<file path="src/rtl/wb_slot_ctrl_if.sv">
// Bus bundle for wb_slot_ctrl: host-side Wishbone classic port plus the four fanned-out slot ports.
// The controller uses the slave modport; whatever drives the host side and models the slots uses master.
interface wb_slot_ctrl_if;
    // host side
    logic         wbs_cyc_i;
    logic         wbs_stb_i;
    logic         wbs_we_i;
    logic [3:0]   wbs_sel_i;
    logic [31:0]  wbs_adr_i;
    logic [31:0]  wbs_dat_i;
    logic         wbs_ack_o;
    logic [31:0]  wbs_dat_o;
    // slot side
    logic [3:0]   slot_cyc_o;
    logic [3:0]   slot_stb_o;
    logic         slot_we_o;
    logic [3:0]   slot_sel_o;
    logic [31:0]  slot_adr_o;
    logic [31:0]  slot_dat_o;
    logic [3:0]   slot_ack_i;
    logic [127:0] slot_dat_i;
    // status
    logic [3:0]   slot_en_o;
    logic         err_irq_o;

    modport slave (
        input  wbs_cyc_i, wbs_stb_i, wbs_we_i, wbs_sel_i, wbs_adr_i, wbs_dat_i,
        output wbs_ack_o, wbs_dat_o,
        output slot_cyc_o, slot_stb_o, slot_we_o, slot_sel_o, slot_adr_o, slot_dat_o,
        input  slot_ack_i, slot_dat_i,
        output slot_en_o, err_irq_o
    );

    modport master (
        output wbs_cyc_i, wbs_stb_i, wbs_we_i, wbs_sel_i, wbs_adr_i, wbs_dat_i,
        input  wbs_ack_o, wbs_dat_o,
        input  slot_cyc_o, slot_stb_o, slot_we_o, slot_sel_o, slot_adr_o, slot_dat_o,
        output slot_ack_i, slot_dat_i,
        input  slot_en_o, err_irq_o
    );
endinterface

</file>
<file path="src/rtl/wb_slot_ctrl.sv">
// Wishbone controller that forwards host transactions to one of four user slots, with a
// per-slot enable CSR, bounded slot response time and a counted, sticky error report.
module wb_slot_ctrl #(
    parameter int unsigned SLOT_LSB = 16,
    parameter int unsigned TIMEOUT  = 255,
    parameter logic [31:0] ERR_DATA = 32'hDEAD_BEEF,
    parameter logic [31:0] CSR_ADDR = 32'h3000_FFFC
) (
    input logic           wb_clk_i,
    input logic           wb_rst_i,
    wb_slot_ctrl_if.slave bus
);

    localparam logic [1:0] IDLE = 2'd0;
    localparam logic [1:0] FWD  = 2'd1;
    localparam logic [1:0] ACK  = 2'd2;

    localparam logic [15:0] TIMER_LAST = 16'(TIMEOUT - 1);

    logic [1:0]  state_q, state_d;
    logic [1:0]  slot_q, slot_d;
    logic [3:0]  cyc_q, cyc_d;
    logic        we_q, we_d;
    logic [3:0]  sel_q, sel_d;
    logic [31:0] adr_q, adr_d;
    logic [31:0] wdat_q, wdat_d;
    logic [15:0] timer_q, timer_d;
    logic        ack_q, ack_d;
    logic [31:0] rdat_q, rdat_d;
    logic [3:0]  en_q, en_d;
    logic [7:0]  err_cnt_q, err_cnt_d;
    logic [1:0]  last_err_q, last_err_d;
    logic        irq_q, irq_d;

    logic        req;
    logic        csr_hit;
    logic [1:0]  req_slot;
    logic [31:0] csr_rd;
    logic [31:0] slot_rd;
    logic        rec_err;
    logic [1:0]  err_slot;

    assign req      = bus.wbs_cyc_i & bus.wbs_stb_i;
    assign csr_hit  = (bus.wbs_adr_i == CSR_ADDR);
    assign req_slot = bus.wbs_adr_i[SLOT_LSB +: 2];
    assign csr_rd   = {14'd0, last_err_q, err_cnt_q, 4'd0, en_q};
    assign slot_rd  = bus.slot_dat_i[{slot_q, 5'd0} +: 32];

    always_comb begin
        state_d    = state_q;
        slot_d     = slot_q;
        cyc_d      = cyc_q;
        we_d       = we_q;
        sel_d      = sel_q;
        adr_d      = adr_q;
        wdat_d     = wdat_q;
        timer_d    = timer_q;
        en_d       = en_q;
        err_cnt_d  = err_cnt_q;
        last_err_d = last_err_q;
        irq_d      = irq_q;
        // ack and read data are single-cycle pulses; they default back to zero
        ack_d      = 1'b0;
        rdat_d     = 32'd0;
        rec_err    = 1'b0;
        err_slot   = slot_q;

        case (state_q)
            IDLE: begin
                if (req) begin
                    if (csr_hit) begin
                        rdat_d  = csr_rd;
                        ack_d   = 1'b1;
                        state_d = ACK;
                        if (bus.wbs_we_i) begin
                            if (bus.wbs_sel_i[0]) begin
                                en_d = bus.wbs_dat_i[3:0];
                            end
                            if (bus.wbs_sel_i[3] && bus.wbs_dat_i[24]) begin
                                err_cnt_d = 8'd0;
                                irq_d     = 1'b0;
                            end
                        end
                    end else if (!en_q[req_slot]) begin
                        rdat_d   = ERR_DATA;
                        ack_d    = 1'b1;
                        rec_err  = 1'b1;
                        err_slot = req_slot;
                        state_d  = ACK;
                    end else begin
                        slot_d  = req_slot;
                        we_d    = bus.wbs_we_i;
                        sel_d   = bus.wbs_sel_i;
                        adr_d   = bus.wbs_adr_i;
                        wdat_d  = bus.wbs_dat_i;
                        cyc_d   = 4'b0001 << req_slot;
                        timer_d = 16'd0;
                        state_d = FWD;
                    end
                end
            end
            FWD: begin
                if (!bus.wbs_cyc_i) begin
                    // host abandoned the cycle: quietly release the slot
                    cyc_d   = 4'd0;
                    state_d = IDLE;
                end else if (bus.slot_ack_i[slot_q]) begin
                    rdat_d  = slot_rd;
                    ack_d   = 1'b1;
                    cyc_d   = 4'd0;
                    state_d = ACK;
                end else if (timer_q == TIMER_LAST) begin
                    rdat_d  = ERR_DATA;
                    ack_d   = 1'b1;
                    cyc_d   = 4'd0;
                    rec_err = 1'b1;
                    state_d = ACK;
                end else begin
                    timer_d = timer_q + 16'd1;
                end
            end
            ACK: begin
                state_d = IDLE;
            end
            default: begin
                cyc_d   = 4'd0;
                state_d = IDLE;
            end
        endcase

        if (rec_err) begin
            err_cnt_d  = (err_cnt_q == 8'hFF) ? err_cnt_q : err_cnt_q + 8'd1;
            last_err_d = err_slot;
            irq_d      = 1'b1;
        end
    end

    always_ff @(posedge wb_clk_i or posedge wb_rst_i) begin
        if (wb_rst_i) begin
            state_q    <= IDLE;
            slot_q     <= 2'd0;
            cyc_q      <= 4'd0;
            we_q       <= 1'b0;
            sel_q      <= 4'd0;
            adr_q      <= 32'd0;
            wdat_q     <= 32'd0;
            timer_q    <= 16'd0;
            ack_q      <= 1'b0;
            rdat_q     <= 32'd0;
            en_q       <= 4'b1111;
            err_cnt_q  <= 8'd0;
            last_err_q <= 2'd0;
            irq_q      <= 1'b0;
        end else begin
            state_q    <= state_d;
            slot_q     <= slot_d;
            cyc_q      <= cyc_d;
            we_q       <= we_d;
            sel_q      <= sel_d;
            adr_q      <= adr_d;
            wdat_q     <= wdat_d;
            timer_q    <= timer_d;
            ack_q      <= ack_d;
            rdat_q     <= rdat_d;
            en_q       <= en_d;
            err_cnt_q  <= err_cnt_d;
            last_err_q <= last_err_d;
            irq_q      <= irq_d;
        end
    end

    assign bus.wbs_ack_o  = ack_q;
    assign bus.wbs_dat_o  = rdat_q;
    assign bus.slot_cyc_o = cyc_q;
    assign bus.slot_stb_o = cyc_q;
    assign bus.slot_we_o  = we_q;
    assign bus.slot_sel_o = sel_q;
    assign bus.slot_adr_o = adr_q;
    assign bus.slot_dat_o = wdat_q;
    assign bus.slot_en_o  = en_q;
    assign bus.err_irq_o  = irq_q;

endmodule

</file>
<file path="src/flat_wrapper.sv">
// flat-port wrapper written by rule: the top's interface ports become plain ports
module wb_slot_ctrl_flat 
#(
    parameter int unsigned SLOT_LSB = 16,
    parameter int unsigned TIMEOUT  = 255,
    parameter logic [31:0] ERR_DATA = 32'hDEAD_BEEF,
    parameter logic [31:0] CSR_ADDR = 32'h3000_FFFC
)
  (wb_clk_i, wb_rst_i, bus_wbs_cyc_i, bus_wbs_stb_i, bus_wbs_we_i, bus_wbs_sel_i, bus_wbs_adr_i, bus_wbs_dat_i, bus_wbs_ack_o, bus_wbs_dat_o, bus_slot_cyc_o, bus_slot_stb_o, bus_slot_we_o, bus_slot_sel_o, bus_slot_adr_o, bus_slot_dat_o, bus_slot_ack_i, bus_slot_dat_i, bus_slot_en_o, bus_err_irq_o);
  wb_slot_ctrl_if bus_i ();
  input logic wb_clk_i;
  input logic wb_rst_i;
  input wire logic [$bits(bus_i.wbs_cyc_i)-1:0] bus_wbs_cyc_i;
  input wire logic [$bits(bus_i.wbs_stb_i)-1:0] bus_wbs_stb_i;
  input wire logic [$bits(bus_i.wbs_we_i)-1:0] bus_wbs_we_i;
  input wire logic [$bits(bus_i.wbs_sel_i)-1:0] bus_wbs_sel_i;
  input wire logic [$bits(bus_i.wbs_adr_i)-1:0] bus_wbs_adr_i;
  input wire logic [$bits(bus_i.wbs_dat_i)-1:0] bus_wbs_dat_i;
  output wire logic [$bits(bus_i.wbs_ack_o)-1:0] bus_wbs_ack_o;
  output wire logic [$bits(bus_i.wbs_dat_o)-1:0] bus_wbs_dat_o;
  output wire logic [$bits(bus_i.slot_cyc_o)-1:0] bus_slot_cyc_o;
  output wire logic [$bits(bus_i.slot_stb_o)-1:0] bus_slot_stb_o;
  output wire logic [$bits(bus_i.slot_we_o)-1:0] bus_slot_we_o;
  output wire logic [$bits(bus_i.slot_sel_o)-1:0] bus_slot_sel_o;
  output wire logic [$bits(bus_i.slot_adr_o)-1:0] bus_slot_adr_o;
  output wire logic [$bits(bus_i.slot_dat_o)-1:0] bus_slot_dat_o;
  input wire logic [$bits(bus_i.slot_ack_i)-1:0] bus_slot_ack_i;
  input wire logic [$bits(bus_i.slot_dat_i)-1:0] bus_slot_dat_i;
  output wire logic [$bits(bus_i.slot_en_o)-1:0] bus_slot_en_o;
  output wire logic [$bits(bus_i.err_irq_o)-1:0] bus_err_irq_o;
  assign bus_i.wbs_cyc_i = bus_wbs_cyc_i;
  assign bus_i.wbs_stb_i = bus_wbs_stb_i;
  assign bus_i.wbs_we_i = bus_wbs_we_i;
  assign bus_i.wbs_sel_i = bus_wbs_sel_i;
  assign bus_i.wbs_adr_i = bus_wbs_adr_i;
  assign bus_i.wbs_dat_i = bus_wbs_dat_i;
  assign bus_wbs_ack_o = bus_i.wbs_ack_o;
  assign bus_wbs_dat_o = bus_i.wbs_dat_o;
  assign bus_slot_cyc_o = bus_i.slot_cyc_o;
  assign bus_slot_stb_o = bus_i.slot_stb_o;
  assign bus_slot_we_o = bus_i.slot_we_o;
  assign bus_slot_sel_o = bus_i.slot_sel_o;
  assign bus_slot_adr_o = bus_i.slot_adr_o;
  assign bus_slot_dat_o = bus_i.slot_dat_o;
  assign bus_i.slot_ack_i = bus_slot_ack_i;
  assign bus_i.slot_dat_i = bus_slot_dat_i;
  assign bus_slot_en_o = bus_i.slot_en_o;
  assign bus_err_irq_o = bus_i.err_irq_o;
  wb_slot_ctrl #(.SLOT_LSB(SLOT_LSB), .TIMEOUT(TIMEOUT), .ERR_DATA(ERR_DATA), .CSR_ADDR(CSR_ADDR)) u_core (.wb_clk_i(wb_clk_i), .wb_rst_i(wb_rst_i), .bus(bus_i));
endmodule
</file>
<file path="config.mk">
export PLATFORM = sky130hd
export DESIGN_NAME = wb_slot_ctrl_flat
export DESIGN_NICKNAME = d
export VERILOG_FILES = /design/src/rtl/wb_slot_ctrl_if.sv /design/src/rtl/wb_slot_ctrl.sv /design/src/flat_wrapper.sv
export SDC_FILE = /design/constraint.sdc
export NUM_CORES = 1
export LEC_CHECK = 0
export ABC_AREA = 1
export ABC_CLOCK_PERIOD_IN_PS = 11200
export CORE_MARGIN = 2
export CORE_UTILIZATION = 25
export DETAILED_ROUTE_END_ITERATION = 12
export PLACE_DENSITY = 0.59
export SYNTH_ARGS = -nofsm -noshare
export SYNTH_HDL_FRONTEND = slang
export SYNTH_SLANG_ARGS = --single-unit
</file>
<file path="constraint.sdc">
create_clock -name wb_clk_i -period 11.2 [get_ports wb_clk_i]
set_input_delay 1.68 -clock wb_clk_i [delete_from_list [all_inputs] [get_ports wb_clk_i]]
set_output_delay 1.68 -clock wb_clk_i [all_outputs]
set_load 0.01 [all_outputs]
</file>
==> reports/qor.csv <==
stage;metric;value;unit
min_path;hold crit path type;reg -> reg;
global_routing;initial antenna violation count;2;
cts;Setup Buffers After CTS;0;
cts;Root Driver;clkbuf_16;
cts;Clock Latency Late Sink;0.42;ns
setup_path;crit path from;bus_wbs_adr_i[16];
synthesis;Synth warnings;0;
floorplan;# rows;61;
sta;TNS Setup;0;ns
placement;RD Place Congestion;0.8493;
sta;relative slew slack;0.3016;
global_routing;gr usage total;0.1793;
synthesis;FF+latch count, synth;139;
floorplan;total I/O pin count;320;
drt;drt total wl;26860;um
setup_path;reg2reg path depth;9;
final_layout;fraction of layout cells with a size suffix above 1;0.04925;
sta;Tmin final;4.398;ns
global_routing;largest net degree at the start of global routing;81;
cts;Num Clock Sinks;139;
synthesis;Post-Syn Area per Cell;7.494;sq um
sta;Post-Route Skew;0.01299;ns
drt;routed len/inst;16.39;um
placement;hpwl dp;20020;um
final_layout;Final Util;0.3996;
final_layout;commonest non-fill, non-tap cell in the layout;nand2_1;
synthesis;post-synthesis sequential area ratio;0.4867;
sta;Max Clock Freq;227.4;MHz
drt;vias post-DR;7388;
drt;DRT Pass-1 Iters;5;
sta;Worst-Margin Slew;1.046;ns
setup_path;Critical Path RT;11.55;ns
setup_path;Crit Path Category;in -> reg;
sta;final hold violation count;0;
setup_path;critical path capture point type;register;
floorplan;CORE AREA;0.02801;sq mm
floorplan;die width;173.2;um
cts;clock-pin slew on the worst setup and hold paths;0.06;ns
final_layout;synthesis-to-layout area growth;56.40;%
floorplan;DIE AREA;0.03000;sq mm
power;peak supply drop;88.70;uV
synthesis;Netlist cell types;33;
cts;CTS Buf Count;17;
drt;mean number of vias per cell;4.508;
cts;CTS H-tree lvls;4;
power;Power per Cell Area;164.3;mW/mm^2
job;number of max-cap violations;0;
global_routing;first-pass GRT wire length;42450;um
drt;residual DRC count;0;
setup_path;r2r startpoint;u_core.bus.slot_en_o[2];
floorplan;chip height;173.2;um
setup_path;Crit Reg-Reg Endpoint;u_core.bus.slot_adr_o[28];
sta;part of the cycle the worst path needs;0.3927;
cts;cts hold-fix bufs;0;
power;LEAKAGE;0.005024;uW
run_status;status;complete, no violations;
placement;Buffers on Ports;319;
final_layout;commonest cells after routing, fill and taps aside;330 x nand2_1, 319 x clkdlybuf4s50_1, 134 x dfrtp_1, 132 x nor2_1, 113 x o21ai_0;
floorplan;Initial Utilization;0.2555;
setup_path;critical path peak fanout;59;
global_routing;total congestion overflow;0;
global_routing;vias in the first global route;7525;
setup_path;r2r setup slk;8.12;ns
setup_path;CP Launch Type;input port;
sta;Max Slew Vio Count;0;
sta;final setup fails;0;
drt;DR iter-0 viols;364;
final_layout;fin nets;1454;
drt;Post-DRT Antenna Nets;0;
cts;Post-CTS Resized;0;
synthesis;Mapped Nets;1163;
synthesis;Syn Inst Count;955;
sta;RSZ-0062 raised after global routing;false;
cts;clock buffer depth;2;
setup_path;worst setup path endpoint;u_core.bus.slot_adr_o[28];
cts;CTS tree;built;
synthesis;Netlist Area Pre-Place;0.007157;sq mm
setup_path;WP data arrival;4.75;ns
-- cells by family after synthesis --
family	count (synthesis)	share of synthesized area
xor+xnor	11	0.01346
simple gates	526	0.2970
buf+inv	114	0.06940
compound gates	162	0.1281
fa+ha+maj	3	0.005245
flops	139	0.4867
-- synthesized netlist by cell type --
cell       instances  area [sq um]
dfrtp_1          135          3378
clkbuf_1          22         82.58
nor2_2             2         12.51
or2_2              2         12.51
nand2_1          330          1239
inv_2              7         26.28
nand3_4            1         17.52
o2111ai_1          2         17.52
clkbuf_2           2         10.01
o21ai_0          113         565.5
o211ai_1           2         15.01
nand4_1            6         37.54
o22ai_1            3         18.77
buf_2             17         85.08
a21oi_1            6         30.03
or2_1              1         6.260
inv_1             54         202.7
buf_6              1         11.26
nand2_2            4         25.02
ha_1               3         37.54
xor2_1            11         96.34
nand4_2            1         12.51
nor2_8             1         20.02
o21ai_1           12         60.06
nor3_1             9         45.04
nor2_1           132         495.5
nand3_2            2         20.02
nand3_1           32         160.2
clkinv_1           1         3.750
nand3b_1           3         22.52
buf_4             10         75.07
o221ai_1          24         210.2
dfstp_2            4         105.1
-- state kept, by name (all words and copies together), names as in the netlist, 2 cells and up --
signal	count
u_core.bus.slot_adr_o	31
u_core.state_q	2
u_core.bus.slot_en_o	4
u_core.bus.slot_dat_o	32
u_core.bus.wbs_dat_o	32
u_core.bus.slot_sel_o	4
u_core.err_cnt_q	8
u_core.last_err_q	2
u_core.bus.slot_cyc_o	4
u_core.timer_q	16
-- through the flow --
stage | instance area [sq um] | power, uW | instances | worst slack [ns] | hold slack, ns
2_1_floorplan | 7157 | 945.2 | 955 | 5.802 | 0.4537
3_3_place_gp | 10600 | 1280 | 1605 | 6.338 | 0.4613
3_5_place_dp | 10600 | 1283 | 1605 | 6.294 | 0.4647
4_1_cts | 11190 | 1866 | 1637 | 6.725 | 0.4825
5_1_grt | 11190 | 1954 | 1639 | 6.478 | 0.4944
6_report | 11190 | 1839 | 1639 | 6.802 | 0.4779
-- where the power goes --
part           internal [uW]  switching [uW]
clock                    336             234
combinational            297             317
sequential               594            60.1
total                   1230             612
-- critical path, cell delays in order --
cell and delay, ns:
clkdlybuf4s50_1 0.57, o21ai_0 0.35, nand2_1 0.09, nand2_1 0.15, nand3_4 0.47, buf_4 0.47
inv_2 0.69, nand2_1 0.12, nand2_1 0.09
-- per-layer routing --
layer | GRT usage | up-vias | wire length (um)
met5 | 0 | - | 0
met4 | 0.05544 | 0 | 553
met3 | 0.04090 | 27 | 1362
met2 | 0.3170 | 218 | 13590
met1 | 0.2158 | 3485 | 11350
li1 | - | 3658 | -
-- final cells by class --
| type | count | area, sq um |
|---|---|---|
| inverters | 62 | 237.7 |
| diodes | 2 | 5.005 |
| fillers | 2901 | 16820 |
| flip-flops and latches | 139 | 3485 |
| clock buffers | 19 | 442.9 |
| well taps | 378 | 473.0 |
| multi-input cells | 702 | 3177 |
| clock inverters | 13 | 142.6 |
| repair buffers | 324 | 3231 |
-- how the worst min path moves through the flow --
stage | start | to | slack, ns | cells past startpoint
finish | u_core.bus.slot_adr_o[25] | u_core.bus.slot_adr_o[25] | 0.48 | 2
global route | u_core.bus.slot_dat_o[9] | u_core.bus.slot_dat_o[9] | 0.49 | 2
CTS | u_core.bus.slot_dat_o[26] | u_core.bus.slot_dat_o[26] | 0.48 | 2
detailed placement | u_core.bus.slot_dat_o[3] | u_core.bus.slot_dat_o[3] | 0.46 | 2
global placement | u_core.bus.slot_dat_o[29] | u_core.bus.slot_dat_o[29] | 0.46 | 2
floorplan | u_core.last_err_q[0] | u_core.last_err_q[0] | 0.45 | 2
Power figures use the tool's default switching activity.
